===== config.mk =====
export PLATFORM = sky130hd
export DESIGN_NAME = pixel_streamer
export DESIGN_NICKNAME = d
export VERILOG_FILES = /design/src/rtl/nn_pkg.sv /design/src/rtl/pixel_streamer.sv
export SDC_FILE = /design/constraint.sdc
export NUM_CORES = 1
export LEC_CHECK = 0
export CAP_MARGIN = 10
export CORE_AREA = 5 5 69 71
export CTS_CLUSTER_DIAMETER = 150
export CTS_CLUSTER_SIZE = 28
export DETAILED_ROUTE_END_ITERATION = 8
export DIE_AREA = 0 0 74 76
export PLACE_DENSITY = 0.79
export SLEW_MARGIN = 30
export SYNTH_ARGS = -nofsm -noshare
export SYNTH_HDL_FRONTEND = slang
export SYNTH_SLANG_ARGS = --single-unit

===== constraint.sdc =====
create_clock -name clk -period 1.7 [get_ports clk]
set_input_delay 0.34 -clock clk [delete_from_list [all_inputs] [get_ports clk]]
set_output_delay 0.34 -clock clk [all_outputs]
set_load 0.02 [all_outputs]

===== src/rtl/nn_pkg.sv =====
// Shared constants, state encoding and pixel conversion for the
// digit-recognition network front end.
package nn_pkg;

  localparam int unsigned DATA_WIDTH = 16;
  localparam int unsigned FRAC_BITS  = 12;
  localparam int unsigned PIX_BITS   = 8;
  localparam int unsigned NUM_PIXELS = 784;

  typedef enum logic [1:0] {
    ST_IDLE,
    ST_STREAM,
    ST_WAIT
  } streamer_state_t;

  // Unsigned pixel p becomes p / 2^pixBits in a format with `shift` = fracBits - pixBits
  // extra fractional bits; callers truncate to their data width.
  function automatic logic [31:0] pix_to_fixed(input logic [31:0] pix,
                                               input int unsigned shift);
    return pix << shift;
  endfunction

endpackage


===== src/rtl/pixel_streamer.sv =====
// Feeds one image at a time into the network: converts 8-bit pixels to signed fixed-point,
// streams them one per cycle, then holds off input until the network reports a result.
module pixel_streamer
  import nn_pkg::*;
#(
  parameter int unsigned dataWidth = DATA_WIDTH,
  parameter int unsigned pixBits   = PIX_BITS,
  parameter int unsigned fracBits  = FRAC_BITS,
  parameter int unsigned numPixels = NUM_PIXELS,
  parameter int unsigned cntWidth  = $clog2(numPixels)
) (
  input  logic                 clk,
  input  logic                 rst_n,
  input  logic                 s_valid,
  output logic                 s_ready,
  input  logic [pixBits-1:0]   s_data,
  input  logic                 s_last,
  output logic                 net_valid,
  output logic [dataWidth-1:0] net_data,
  input  logic                 net_done,
  output logic                 busy,
  output logic                 frame_err,
  output logic [15:0]          frames_done
);

  // A single-pixel frame still needs a one-bit index register.
  localparam int unsigned    CntW    = (cntWidth < 1) ? 1 : cntWidth;
  localparam logic [CntW-1:0] LastIdx = CntW'(numPixels - 1);
  localparam logic [CntW-1:0] CntOne  = CntW'(1);
  localparam int unsigned    Shift   = fracBits - pixBits;

  streamer_state_t      state_q, state_d;
  logic [CntW-1:0]      idx_q, idx_d;
  logic                 net_valid_q, net_valid_d;
  logic [dataWidth-1:0] net_data_q, net_data_d;
  logic                 frame_err_q, frame_err_d;
  logic [15:0]          frames_q, frames_d;

  logic accept;
  logic is_last;

  assign s_ready = rst_n && ((state_q == ST_IDLE) || (state_q == ST_STREAM));
  assign accept  = s_valid && s_ready;
  assign is_last = (idx_q == LastIdx);

  always_comb begin
    state_d  = state_q;
    idx_d    = idx_q;
    frames_d = frames_q;
    case (state_q)
      ST_IDLE, ST_STREAM: begin
        if (accept) begin
          if (is_last) begin
            state_d = ST_WAIT;
            idx_d   = '0;
          end else begin
            state_d = ST_STREAM;
            idx_d   = idx_q + CntOne;
          end
        end
      end
      ST_WAIT: begin
        if (net_done) begin
          state_d  = ST_IDLE;
          frames_d = frames_q + 16'd1;
        end
      end
      default: begin
        state_d = ST_IDLE;
        idx_d   = '0;
      end
    endcase
  end

  // Frames are delimited by count alone; s_last only raises a diagnostic pulse.
  always_comb begin
    net_valid_d = accept;
    net_data_d  = net_data_q;
    frame_err_d = accept && (s_last != is_last);
    if (accept) begin
      net_data_d = dataWidth'(pix_to_fixed(32'(s_data), Shift));
    end
  end

  always_ff @(posedge clk) begin
    if (!rst_n) begin
      state_q     <= ST_IDLE;
      idx_q       <= '0;
      net_valid_q <= 1'b0;
      net_data_q  <= '0;
      frame_err_q <= 1'b0;
      frames_q    <= 16'd0;
    end else begin
      state_q     <= state_d;
      idx_q       <= idx_d;
      net_valid_q <= net_valid_d;
      net_data_q  <= net_data_d;
      frame_err_q <= frame_err_d;
      frames_q    <= frames_d;
    end
  end

  assign net_valid   = net_valid_q;
  assign net_data    = net_data_q;
  assign frame_err   = frame_err_q;
  assign frames_done = frames_q;
  assign busy        = (state_q != ST_IDLE);

endmodule


==> impl_metrics.yaml, run 1 <==
critical_path:
  r2r-start: "frames_done[0]"
  worstReg2RegEnd: "frames_done[4]"
  rr_worst_depth: 5
  arrival_ns: 1.30
  cp-startpoint: "frames_done[10]"
  crit_buf_inv: 1
  path_cells: "clkdlybuf4s50_1"
  required_ns: 1.36
  cpPeakStageDelay_ns: 0.63
  endpoint_kind: "output port"
  critPathKind: "reg -> out"
  startpoint_type: "flop"
  crit_slowest_cell: "clkdlybuf4s50_1"
  critical_path.top_delay_family: "buffers and inverters"
  reg2reg_setup_slack_ns: 0.17
  crit_path_max_fanout: 4
sta:
  worst_hold_slack_ns: 0.4527
  fmax_mhz: 608.5
  min_period_ns: 1.643
  grt_setup_unrepaired: "false"
  hold_violations: 0
  slew_viol_final: 0
  setup_viol: 0
  skew_ns: 0.005073
  finalCritPeriodShare: 0.9667
  setup_tns_ns: 0
clock_tree:
  clock_tree.buffer_depth: 2
  cts.sinks: 38
  cts-htree-levels: 2
  holdBufCountCts: 0
  clock_latency_ns: 0.29
  cts_buffers: 5
  cts_tree: "done"
  clk_pin_slew_ns: 0.08
  cts_root_buf: "clkbuf_8"
global_routing:
  grt-ovfl-total: 0
  grt_pass1_vias: 1527
  grt_usage: 0.1447
  antenna_found_initial: 0
  grt_pass1_wl_microns: 6637
  grt_max_degree: 16
worst_hold_path:
  min_to: "net_data[11]"
  hold_path_depth: 2
  hp-class: "reg -> reg"
  holdCritStartpoint: "net_data[11]"
detailed_routing:
  wl_met1_microns: 1625
  route.top_layer_used: "met4"
  drc: 0
  routedWlPerCell_microns: 12.25
  detail-route-antenna-nets: 0
  route.met2.wl_microns: 1934
  routed_via_density: 4.975
  drt-pass1-iter-count: 4
  num_vias: 1567
  wl_met3_microns: 274
  drt_iter0_drc: 73
  wirelength_microns: 3860
logic_synthesis:
  yosysWarnings: 0
  syn_inst: 202
  yosys_most_used_dff: "dfxtp_1"
  synth-edff-count: 0
  synth_seq_cells: 38
  ys_seq_area_frac: 0.4384
  avgSynthCellArea_sq_um: 8.591
  synth_cell_types: 40
  synth_area_sq_um: 1735
  synthArstFlopShare: 0
power:
  power_density_nw_per_um2: 730.7
  p_leak_nw: 1.050
  irDropWorstVdd_v: 0.0006226
cells_and_area:
  nets: 277
  area_growth_pct: 37.71
  fill_cells: 387
  stdcell_area_sq_um: 2390
  diodes: 0
  fin_cells: 315
  drive_gt1_frac: 0.1407
floorplanning:
  core_sq_um: 4174
  dieHeight_microns: 76
  start_util: 0.4158
  io_pins: 49
  core.rowCount: 24
  dieArea_sq_um: 5624
  fp.dieW_microns: 74
placed_design:
  place_congestion: 0.8124
  port_buffers: 40
  dp_hpwl_microns: 2933
  placed_area_sq_um: 2267
  place_inst: 305
flow_run:
  maxCapViolations: 0
outcome:
  status: "finished, final reports clean"
cells in the mapped netlist (4+ instances only):
| cell | instances | area [sq um] |
|---|---|---|
| inv_1 | 6 | 22.52 |
| xor2_1 | 4 | 35.03 |
| nand4_1 | 6 | 37.54 |
| nor4_1 | 4 | 25.02 |
| nor2_1 | 21 | 78.83 |
| dfxtp_1 | 38 | 760.7 |
| nand2_1 | 28 | 105.1 |
| buf_4 | 8 | 60.06 |
| nor3_1 | 5 | 25.02 |
| nand3_1 | 16 | 80.08 |
| xnor2_1 | 13 | 113.9 |
| a21oi_1 | 9 | 45.04 |
report_power, final:
group | switching (mW) | internal (mW)
logic | 0.0952 | 0.0874
registers | 0.0137 | 0.910
clock network | 0.314 | 0.326
flip-flops by register name (all words and copies together), names as in the netlist:
| name | count |
|---|---|
| frame_err | 1 |
| idx_q | 10 |
| state_q | 2 |
| frames_done | 16 |
| net_valid | 1 |
| net_data | 8 |
layout make-up:
type,count,area [sq um],area share
flip-flops and latches,38,762.0,0.3188
clock inverters,2,12.51,0.005236
repair buffers,59,554.3,0.2319
clock buffers,6,82.58,0.03456
inverters,7,26.28,0.01099
well taps,52,65.06,0.02723
multi-input cells,151,887.1,0.3712
routing by layer:
layer | global-route usage | vias up
met2 | 0.2589 | 38
met1 | 0.1652 | 727
met4 | 0.02717 | 0
met5 | 0 | -
li1 | - | 800
met3 | 0.04617 | 2
how the worst max path moves through the flow:
stage                           end  depth (start not counted)  slack [ns]
floorplan           frames_done[12]                          5        0.12
global placement            s_ready                          4       -0.30
detailed placement         idx_q[7]                          7       -0.33
CTS                        idx_q[7]                          7       -0.01
global route        frames_done[10]                          1      0.0008
finish              frames_done[10]                          1        0.06
cell usage in the layout, fill, tap and decap left out, types with 3 or more instances in the layout:
cell             Yosys  final
a21oi_1              9      9
buf_4                8     18
clkbuf_8             0      6
clkdlybuf4s50_1      0     28
conb_1               1      8
dfxtp_1             38     37
dlygate4sd2_1        0      4
dlymetal6s2s_1       0      7
inv_1                6      6
mux2i_1              3      3
nand2_1             28     28
nand3_1             16     16
nand4_1              6      6
nor2_1              21     21
nor3_1               5      5
nor4_1               4      4
o21ai_0              3      3
o31ai_1              3      3
or4_1                3      3
xnor2_1             13     13
xor2_1               4      4
stage by stage:
step / worst slack (ns) / utilization / total power, mW
after floorplan: 0.1183 / - / 1.042
after global placement: -0.3021 / 0.5432 / 1.123
after detailed placement: -0.3267 / 0.5432 / 1.126
after CTS: -0.01063 / 0.5650 / 1.762
after global routing: 0.0008015 / 0.5725 / 1.820
final: 0.05658 / 0.5725 / 1.746
cells by family after synthesis:
group / Yosys count / synth area share
AO/OA/AOI/OAI: 23 / 0.08580
XOR/XNOR: 17 / 0.08580
adder cells (fa/ha/maj): 2 / 0.01442
buffers and inverters: 20 / 0.06560
flip-flops: 38 / 0.4384
multiplexers: 3 / 0.01730
other: 1 / 0.002161
AND/OR/NAND/NOR: 98 / 0.2906
what timing repair did:
item,4_1_cts,5_1_grt
setup buffers,0,2
setup endpoints to repair,7,18
gates cloned,0,0
resized for setup,7,9
(Power assumes the default switching activity.)
==> run 2: changes to the inputs <==
--- a/config.mk
+++ b/config.mk
@@ -11,6 +11,7 @@
 export CTS_CLUSTER_SIZE = 28
 export DETAILED_ROUTE_END_ITERATION = 8
 export DIE_AREA = 0 0 74 76
+export HOLD_SLACK_MARGIN = 0.12
 export PLACE_DENSITY = 0.79
 export SLEW_MARGIN = 30
 export SYNTH_ARGS = -nofsm -noshare
==> results of run 2 <==
Same layout as run 1: the final DEF is identical, and so are final timing and power.
